### config.mk
export PLATFORM = sky130hd
export DESIGN_NAME = ring_token_arbiter
export DESIGN_NICKNAME = d
export VERILOG_FILES = /design/src/rtl/ring_token_arbiter.sv
export SDC_FILE = /design/constraint.sdc
export NUM_CORES = 1
export LEC_CHECK = 0
export CORE_UTILIZATION = 37
export CTS_CLUSTER_DIAMETER = 200
export DETAILED_ROUTE_END_ITERATION = 7
export HOLD_SLACK_MARGIN = 0.15
export MAX_ROUTING_LAYER = met4
export PLACE_DENSITY = 0.93
export RECOVER_POWER = 50
export SLEW_MARGIN = 20
export SYNTH_ARGS = -nofsm -noshare
export SYNTH_HDL_FRONTEND = slang
export SYNTH_SLANG_ARGS = --single-unit
### constraint.sdc
create_clock -name clock -period 6.6 [get_ports clock]
set_clock_uncertainty 0.2 [all_clocks]
set_input_delay 0.66 -clock clock [delete_from_list [all_inputs] [get_ports clock]]
set_output_delay 0.66 -clock clock [all_outputs]
set_load 0.05 [all_outputs]
### src/rtl/ring_token_arbiter.sv
// ring_token_arbiter
//
// Purpose: shares this core's single ring token and ring output port between
// two local ring masters. Port A is the coherent data cache and port B is the
// messenger/IO unit. The arbiter:
//   - captures a circulating Token slot for a requesting master;
//   - holds ownership while that master sends its burst;
//   - muxes the masters' slots onto the ring;
//   - reinjects the token once the owner is done.
// Grants alternate round-robin between A and B.
//
// Ports:
//   clock, reset        : single clock; synchronous active-low reset
//   whichCore [3:0]     : this core's ring ID, used as Source of a reinjected token
//   RingIn/SlotTypeIn/SourceIn  [31:0]/[3:0]/[3:0] : incoming ring slot
//   aWantsToken, bWantsToken     : master requests the token
//   aDriveRing, bDriveRing       : master drives the ring this cycle
//   a*/b* RingOut/SlotTypeOut/SourceOut : master slot data
//   aAcquireToken, bAcquireToken : token granted this cycle (combinational)
//   RingOut/SlotTypeOut/SourceOut: outgoing ring slot (combinational)
//   owner [1:0]         : 0 none, 1 A, 2 B (registered)
//   errFlags [2:0]      : sticky; bit0 drive collision, bit1 hold overrun,
//                         bit2 token seen while holding
module ring_token_arbiter #(
  parameter int unsigned MAXHOLD = 16
) (
  input  logic        clock,
  input  logic        reset,
  input  logic [3:0]  whichCore,
  input  logic [31:0] RingIn,
  input  logic [3:0]  SlotTypeIn,
  input  logic [3:0]  SourceIn,
  input  logic        aWantsToken,
  input  logic        bWantsToken,
  input  logic        aDriveRing,
  input  logic        bDriveRing,
  input  logic [31:0] aRingOut,
  input  logic [3:0]  aSlotTypeOut,
  input  logic [3:0]  aSourceOut,
  input  logic [31:0] bRingOut,
  input  logic [3:0]  bSlotTypeOut,
  input  logic [3:0]  bSourceOut,
  output logic        aAcquireToken,
  output logic        bAcquireToken,
  output logic [31:0] RingOut,
  output logic [3:0]  SlotTypeOut,
  output logic [3:0]  SourceOut,
  output logic [1:0]  owner,
  output logic [2:0]  errFlags
);

  localparam logic [3:0] SLOT_NULL  = 4'd7;
  localparam logic [3:0] SLOT_TOKEN = 4'd1;
  localparam logic [7:0] MAXHOLD_C  = 8'(MAXHOLD);

  typedef enum logic [1:0] {
    ST_IDLE    = 2'd0,
    ST_HOLD_A  = 2'd1,
    ST_HOLD_B  = 2'd2,
    ST_RELEASE = 2'd3
  } state_t;

  state_t      state_q, state_d;
  logic        rr_q, rr_d;          // 0: A has priority, 1: B has priority
  logic [7:0]  hold_cnt_q, hold_cnt_d;
  logic [2:0]  err_q, err_d;
  logic [1:0]  owner_q, owner_d;

  // Decode shared by the next-state and output processes. While reset is
  // held low the arbiter behaves as if idle with no owner: no grants, no
  // reinjection, and only a driving master can override the pass-through.
  logic active;
  logic token_in, null_in;
  logic hold_a, hold_b, in_idle;
  logic grant_a, grant_b;
  logic inject;
  logic collision;

  assign active    = reset;
  assign token_in  = (SlotTypeIn == SLOT_TOKEN);
  assign null_in   = (SlotTypeIn == SLOT_NULL);
  assign hold_a    = active && (state_q == ST_HOLD_A);
  assign hold_b    = active && (state_q == ST_HOLD_B);
  assign in_idle   = active && (state_q == ST_IDLE);
  assign grant_a   = in_idle && token_in && aWantsToken && (!bWantsToken || !rr_q);
  assign grant_b   = in_idle && token_in && bWantsToken && (!aWantsToken ||  rr_q);
  assign inject    = active && (state_q == ST_RELEASE) && null_in &&
                     !aDriveRing && !bDriveRing;
  // When someone owns the token and both drive, the owner's slot wins
  // without error. Only an ownerless double drive is a collision.
  assign collision = aDriveRing && bDriveRing && !hold_a && !hold_b;

  // State register
  always_ff @(posedge clock) begin
    if (!reset) begin
      state_q    <= ST_IDLE;
      rr_q       <= 1'b0;
      hold_cnt_q <= 8'd0;
      err_q      <= 3'b000;
      owner_q    <= 2'd0;
    end else begin
      state_q    <= state_d;
      rr_q       <= rr_d;
      hold_cnt_q <= hold_cnt_d;
      err_q      <= err_d;
      owner_q    <= owner_d;
    end
  end

  // Next-state logic
  always_comb begin
    state_d    = state_q;
    rr_d       = rr_q;
    hold_cnt_d = hold_cnt_q;
    err_d      = err_q;

    if (collision) begin
      err_d[0] = 1'b1;
    end

    case (state_q)
      ST_IDLE: begin
        if (grant_a) begin
          state_d    = ST_HOLD_A;
          hold_cnt_d = 8'd0;
        end else if (grant_b) begin
          state_d    = ST_HOLD_B;
          hold_cnt_d = 8'd0;
        end
      end

      ST_HOLD_A, ST_HOLD_B: begin
        if (hold_cnt_q != 8'hFF) begin
          hold_cnt_d = hold_cnt_q + 8'd1;
        end
        // The overrun flag becomes visible together with the counter
        // reaching MAXHOLD. Ownership is never forcibly revoked.
        if (hold_cnt_d == MAXHOLD_C) begin
          err_d[1] = 1'b1;
        end
        // A second token on the ring while we hold one is a ring-level fault.
        if (token_in) begin
          err_d[2] = 1'b1;
        end
        if (state_q == ST_HOLD_A) begin
          if (!aWantsToken && !aDriveRing) begin
            state_d = ST_RELEASE;
          end
        end else begin
          if (!bWantsToken && !bDriveRing) begin
            state_d = ST_RELEASE;
          end
        end
      end

      ST_RELEASE: begin
        // The token must circulate before anyone here can take it again.
        // This prevents a direct hand-off between A and B.
        if (inject) begin
          state_d = ST_IDLE;
          rr_d    = ~rr_q;
        end
      end

      default: begin
        state_d = ST_IDLE;
      end
    endcase

    case (state_d)
      ST_HOLD_A: owner_d = 2'd1;
      ST_HOLD_B: owner_d = 2'd2;
      default:   owner_d = 2'd0;
    endcase
  end

  // Output logic
  always_comb begin
    aAcquireToken = grant_a;
    bAcquireToken = grant_b;
    owner         = owner_q;
    errFlags      = err_q;

    RingOut     = RingIn;
    SlotTypeOut = SlotTypeIn;
    SourceOut   = SourceIn;

    if (hold_a && aDriveRing) begin
      RingOut     = aRingOut;
      SlotTypeOut = aSlotTypeOut;
      SourceOut   = aSourceOut;
    end else if (hold_b && bDriveRing) begin
      RingOut     = bRingOut;
      SlotTypeOut = bSlotTypeOut;
      SourceOut   = bSourceOut;
    end else if (aDriveRing) begin
      // Covers a lone A driver and the ownerless collision (A wins).
      RingOut     = aRingOut;
      SlotTypeOut = aSlotTypeOut;
      SourceOut   = aSourceOut;
    end else if (bDriveRing) begin
      RingOut     = bRingOut;
      SlotTypeOut = bSlotTypeOut;
      SourceOut   = bSourceOut;
    end else if (inject) begin
      RingOut     = 32'd0;
      SlotTypeOut = SLOT_TOKEN;
      SourceOut   = whichCore;
    end
  end

endmodule

-- Yosys cells after proc, flatten, opt, wreduce, memory -nomap -nowiden
Index checks and enable logic that the tools add are counted.
- eq/ne operators: 10
- $add $sub $neg: 1
- muxes and demuxes: 28
- bitwise logic cells: 1
- reductions and logical operators: 35
- operators with widths (cell ; number):
    $mux W32 ; 5
    $mux W4 ; 10
    $mux W8 ; 4
    $logic_and A1 B1 Y1 ; 19
    $pmux W8 S2 ; 1
    $mux W2 ; 6
    $add A8 B1 Y8 const B ; 1
    $eq A8 B5 Y1 const B ; 1
    $ne A8 B8 Y1 const B ; 1
    $reduce_and A2 Y1 ; 4
    $logic_not A1 Y1 ; 7
    $eq A2 B2 Y1 const B ; 3
    $pmux W2 S3 ; 1
    $eq A2 B1 Y1 const B ; 2
    $eq A4 B1 Y1 const B ; 1
    $eq A4 B3 Y1 const B ; 1
    $pmux W2 S2 ; 1
    $ne A3 B3 Y1 const B ; 1
    $logic_not A2 Y1 ; 1
    $logic_or A1 B1 Y1 ; 2
    $reduce_bool A2 Y1 ; 1
    $reduce_or A2 Y1 ; 1
    $not A1 Y1 ; 1
- word-level logic and storage cells: 82
- output and inout bits: 47
- register bits: 16

-- Logic depth before layout (Yosys ltp)
- depth after elaboration: 10
- mapped depth: 8
- gate-level depth less buffers: 6

-- Worst setup path after synthesis
No wires, ideal clock.
- path type: reg-to-output
- from: register state_q[0]
- to: output SlotTypeOut[2]
- required time: 5.740 ns
- setup slack: 3.434 ns
- data arrival time: 2.306 ns
- cell stages (with the launch flop): 9
- path through: dfxtp_1 inv_1 ha_1 and3_1 nand2b_1 buf_2 nand2_1 buf_2 a31oi_1
- cells in the longest elaborated chain, start to end: 10
- ends and longest elaborated chain (item ; line ; text):
    from (decl) ; 63 ; state_t state_q, state_d;
    from (signal assigned) ; 102 ; state_q <= state_d;
    $eq A2 B2 Y1 ; 87 ; assign inject = active && (state_q == ST_RELEASE) && null_in &&
    $logic_and A1 B1 Y1 (3 in a row) ; 87 ;
    $logic_and A1 B1 Y1 ; 88 ; !aDriveRing && !bDriveRing;
    $mux W4 ; 205 ; end else if (inject) begin
    $mux W4 ; 201 ; end else if (bDriveRing) begin
    $mux W4 ; 196 ; end else if (aDriveRing) begin
    $mux W4 ; 192 ; end else if (hold_b && bDriveRing) begin
    $mux W4 * ; 188 ; if (hold_a && aDriveRing) begin
    to (decl) ; 46 ; output logic [3:0] SlotTypeOut,
Every way passes the cells marked *; elsewhere a longest branch is shown, timed or not.

-- Worst setup path after layout
- from: input reset
- to: output RingOut[12]
- cells in the longest elaborated chain, start to end: 9
- ends and longest elaborated chain (item ; line ; text):
    from (decl) ; 28 ; input logic reset,
    $logic_and A1 B1 Y1 (3 in a row) ; 87 ;
    $logic_and A1 B1 Y1 ; 88 ;
    $mux W32 ; 205 ;
    $mux W32 ; 201 ;
    $mux W32 ; 196 ;
    $mux W32 ; 192 ;
    $mux W32 * ; 188 ;
    to (decl) ; 45 ; output logic [31:0] RingOut,
Marked as above.

==> flow_summary.yaml <==
floorplan:
  start_util_pct: 38.4
  fp.dieW_microns: 80.6
  core_sq_um: 5960
  pin_count: 177
  design.die.area_sq_um: 6500
  die_height_microns: 80.6
  rows: 28
pwr:
  switching_power_mw: 0.219
  p_int_mw: 0.295
  power_frac_clock_pct: 14.6
  seq_power_share_pct: 20.3
  ir_worst_vdd_mv: 0.207
  power.density_nw_per_um2: 128
  combinationalPowerShare_pct: 65.1
  switching_share_pct: 42.6
  p_leak_nw: 1.43
synthesis:
  synth_cells: 276
  synth-seq-area-share_pct: 14.0
  yosysTopAreaCell: "o221a_2"
  dominantRegCellSynth: "dfxtp_1"
  syn-mean-instance-area_sq_um: 8.29
  syn-num-nets: 413
  synth_top_area_share_pct: 16.2
  syn-cell-area_sq_um: 2290
  yosys_warnings: 0
  async_flop_share_pct: 0
  synth_area_leaders: "o221a_2 (16%), dfxtp_1 (14%), a221o_1 (14%), ha_1 (3.8%), a21oi_1 (3.3%)"
  synth_seq_cells: 16
  yosysMostFrequentCell: "o221a_2"
  synth.top_cells.by_count: "o221a_2 (33), a221o_1 (31), dfxtp_1 (16)"
  yosysUniqueCellTypes: 61
  synth_edf_count: 0
sta:
  relSlewSlack_pct: 18.1
  finalSetupViolCount: 0
  rsz0062_at_grt: "false"
  finalCritPeriodShare_pct: 76.7
  period_needed_ps: 5060
  setup_tns_ps: 0
  tightest_slew_ps: 1220
  fmax_ghz: 0.198
  drv_slew: 0
  hold_violations: 0
  worst_slack_ps: 1540
worst_setup_path:
  path_class: "in2out"
  crit_buf_inv: 3
  worstSetupPathDepth: 7
  arrival_ps: 4200
  critPathSlowestCell: "dlygate4sd3_1"
  end_kind: "primary output"
  cpLargestDelayFamily: "buffers and inverters"
  critPathLaunch: "reset"
  worst_setup_path_start_kind: "input pin"
  worstRegToRegCells: 6
  cpPeakStageDelay_ps: 870
  required_ps: 5740
  reg2reg_from: "state_q[0]"
  cp_cell_sequence: "dlygate4sd3_1, and3_1, nand2b_1, buf_4, nand2_1, o221a_2, dlygate4sd3_1"
  cp_max_fo: 36
  cpMostUsedCell: "dlygate4sd3_1"
layout:
  drive_above_1_share_pct: 12.2
  syn2layout_area_growth_pct: 75.1
  nFillCells: 448
  fin_nets: 566
  num_antenna_cells: 0
clock_network:
  cts_tree: "yes"
  numCtsBuffers: 3
  numClockSinks: 16
  insertion_delay_ps: 250
  cts_hold_buf: 0
  clk_pin_slew_worst_paths_ps: 60
  cts-root-buf: "clkbuf_8"
  cts_setup_buffers: 0
  clock_path_buffers: 2
  post_cts_resized: 0
  htreeDepth: 1
route:
  avgRoutedWirePerCell_microns: 19.7
  drt_wl_total_microns: 9910
  antenna_left: 0
  routed_via_density: 6.23
  drt_iter0_drc: 270
  firstDrtPassIters: 5
  drc: 0
  vias: 3128
placement:
  placement.io_buffers: 176
  pre_cts_ws_ps: 1610
  place.gp.congestion: 0.896
  hpwlAfterDp_microns: 7610
hold_path:
  hp-class: "reg2reg"
  min_from: "hold_cnt_q[1]"
  hold_depth: 2
global_routing:
  grt-ovfl-total: 0
  grt_usage_pct: 28.4
  grt_pass1_wl_microns: 14000
  antenna_found_initial: 0
  first_global_vias: 2817
  grt_max_degree: 53
run:
  maxCapViolCount: 0
run_status:
  status: "completed"
## cells by family (layout without fill, tap and decap cells)
kind of cell    after synthesis  in the layout  share of synthesized area [%]
mux                           2              2                          0.875
buf+inv                      40            191                           8.15
compound gates              137            137                           53.7
fa+ha+maj                     7              7                           3.83
simple gates                 72             72                           18.6
xor+xnor                      2              2                          0.766
flops                        16             16                           14.0
## sequential cells by signal (all words and copies together), names as in the netlist
signal	count
rr_q	1
owner	2
hold_cnt_q	8
state_q	2
errFlags	3
## area by class of cell
type / instances / area (sq um) / area share [%]
clock buffers: 3 / 41.3 / 1.03
inverters: 10 / 37.5 / 0.937
multi-input cells: 220 / 1750 / 43.6
flip-flops and latches: 16 / 320 / 8.00
well taps: 75 / 93.8 / 2.34
repair buffers: 178 / 1770 / 44.1
## power by group through the flow
stage | logic (mW) | clock network, mW | registers (mW)
after floorplan | 0.184 | 0 | 0.113
after global placement | 0.333 | 0 | 0.107
after detailed placement | 0.337 | 0 | 0.107
after CTS | 0.338 | 0.0746 | 0.105
after global routing | 0.351 | 0.0781 | 0.105
final | 0.335 | 0.0751 | 0.105
## per-layer routing
| layer | global-route usage [%] | vias to the layer above | wire length, microns | share of wire (%) |
|---|---|---|---|---|
| met5 | - | - | 0 | 0 |
| met1 | 30.1 | 1468 | 3710 | 37 |
| met2 | 50.8 | 153 | 4980 | 50 |
| met3 | 6.14 | 28 | 914 | 9.2 |
| li1 | - | 1479 | - | - |
| met4 | 11.4 | 0 | 311 | 3.1 |
## path summary, 6_finish.rpt
path	endpoint	slack, ps
min	hold_cnt_q[1]	270
max	RingOut[12]	1540
min reg2reg	hold_cnt_q[1]	270
max reg2reg	hold_cnt_q[6]	3510
## placed cells by master, fill, tap and decap left out, types with 7 or more instances in the layout
cell type	count
a21oi_1	15
a221o_1	31
clkdlybuf4s50_1	158
dfxtp_1	16
dlygate4sd3_1	16
ha_1	7
inv_1	10
nand2_1	12
nand3_1	15
nor2_1	8
nor3_1	7
o21ai_0	12
o221a_2	33
## worst min-delay path: cells and delay by family, from the launching register on
family           cells  cell delay [ps]
flip-flops           1              320
AND/OR/NAND/NOR      1               60
AO/OA/AOI/OAI        1               50
## per-stage QoR
step	hold slack [ps]	utilization (%)	power (mW)	instance area, sq um	std cells
2_1_floorplan	241	-	0.297	2290	276
6_report	270	67.3	0.514	4010	502
4_1_cts	272	67.9	0.518	4040	502
3_5_place_dp	263	67.2	0.444	4000	499
3_3_place_gp	246	67.2	0.440	4000	499
5_1_grt	299	67.3	0.534	4010	502
(Power assumes the default switching activity.)
==> edit: new RTL, same flow settings <==
Set the parameter `MAXHOLD` to 15 (it was 16).
--- a/src/rtl/ring_token_arbiter.sv
+++ b/src/rtl/ring_token_arbiter.sv
@@ -22,7 +22,7 @@
 //   errFlags [2:0]      : sticky; bit0 drive collision, bit1 hold overrun,
 //                         bit2 token seen while holding
 module ring_token_arbiter #(
-  parameter int unsigned MAXHOLD = 16
+  parameter int unsigned MAXHOLD = 15
 ) (
   input  logic        clock,
   input  logic        reset,
Behaviour: no difference found for any inputs over 4 cycles, from zero or initial values and one cycle with reset low; that may be too few to reach the edited logic, so the function may still have changed.
==> edit against the original RTL <==
- the flow now finishes with violations (capacitance limit, slew limit)
- sequential cell count unchanged
- wire length increased by 6.8%
- power increased by 20%
- design area increased by 6.6%
- synthesized area decreased by 7.8%
- core utilization increased by 10 points
- hold slack improved by 1.8 ps
- synthesized cell count increased by 12%
- sequential share of layout area decreased by 0.50 points
- critical path type unchanged
- clock power increased by 18%
- setup slack got worse by 190 ps
==> edit: results (changes against the original RTL) <==
[power_and_ir_drop]
ir_drop_uv=172.9  ; was 207.1 µV
p_sw_frac=0.4309  ; was 0.4256
combPwrFrac=0.682  ; was 0.651
p_clk_w=0.0000886  ; was 0.0000751 W
p_leak_nw=1.585  ; was 1.425 nW

[final_layout]
final_net_count=601  ; was 566
fillers=374  ; was 448

[sta]
timing.fmax_mhz=190.6  ; was 197.6 MHz
hold_slack_ps=271.8  ; was 269.9 ps
slew_violations=45  ; was 0
max_slew_margin=-0.3092  ; was 0.1814

[global_route]
first_global_vias=3290  ; was 2817
grt_max_degree=48  ; was 53
grt_pass1_wl_mm=16.50  ; was 14.03 mm
grt_usage=0.3445  ; was 0.2836

[detailed_routing]
avgViaCountPerCell=6.536  ; was 6.231
totalWireLength_mm=10.59  ; was 9.914 mm
drt_pass1_iterations=4  ; was 5

[synthesis]
synth-seq-area-share=0.1517  ; was 0.1400
synth_common_cells=nor2_1, o22ai_1, a221oi_1  ; was o221a_2, a221o_1, dfxtp_1
syn_avg_cell_area_um2=6.831  ; was 8.291 µm²
yosysUniqueCellTypes=47  ; was 61

[critical_path]
timing.rr.start=state_q[1]  ; was state_q[0]
critical_path.max_stage_delay_ps=1410  ; was 870 ps
r2r-end=hold_cnt_q[1]  ; was hold_cnt_q[6]
critPathCapture=SourceOut[2]  ; was RingOut[12]
worstSetupStartpoint=bDriveRing  ; was reset
r2r_setup_slack_ps=3760  ; was 3510 ps

[hold_path]
min_to=errFlags[1]  ; was hold_cnt_q[1]
worstHoldStart=errFlags[1]  ; was hold_cnt_q[1]

[placed_design]
placed_area_mm2=0.004227  ; was 0.004000 mm²
place_congestion=0.8797  ; was 0.8963
dp.cells=531  ; was 499

[status]
violations=capacitance limit, slew limit
status=complete, but fails checks  ; was complete, no violations

[run]
cap_violations=1  ; was 0

[cts]
clockBufferDepth=2  ; unchanged

## edit: changes by cell type after synthesis, sizes merged, moves of 16 or more
| cell | change |
|---|---|
| nor2 | +37 |
| o22ai | +37 |
| a221oi | +33 |
| o221a | -33 |
| a221o | -32 |
| buf | -16 |
| clkbuf | +16 |
## edit: cell families after synthesis
kind of cell / share of synthesized area
DFF: 0.1517
buffers and inverters: 0.06580
xor gates and xnor gates: 0.004150
and+or+nand+nor: 0.2638
muxes: 0.01067
adders and majority gates: 0.04149
AOI/OAI and AO/OA: 0.4624
## edit: cell type report
cell class | instances | area share
Clock buffer | 4 | 0.01289
Inverter | 5 | 0.004394
Multi-Input combinational cell | 258 | 0.3861
Sequential cell | 16 | 0.07499
Tap cell | 72 | 0.02109
Timing Repair Buffer | 180 | 0.5006
## edit: layer usage
metal  GRT usage  routed length (µm)  part of all wire
met4      0.1151                 341             0.032
met1      0.3854                3839              0.36
met5           -                   0                 0
met3     0.06353                 985             0.093
met2      0.6124                5421              0.51
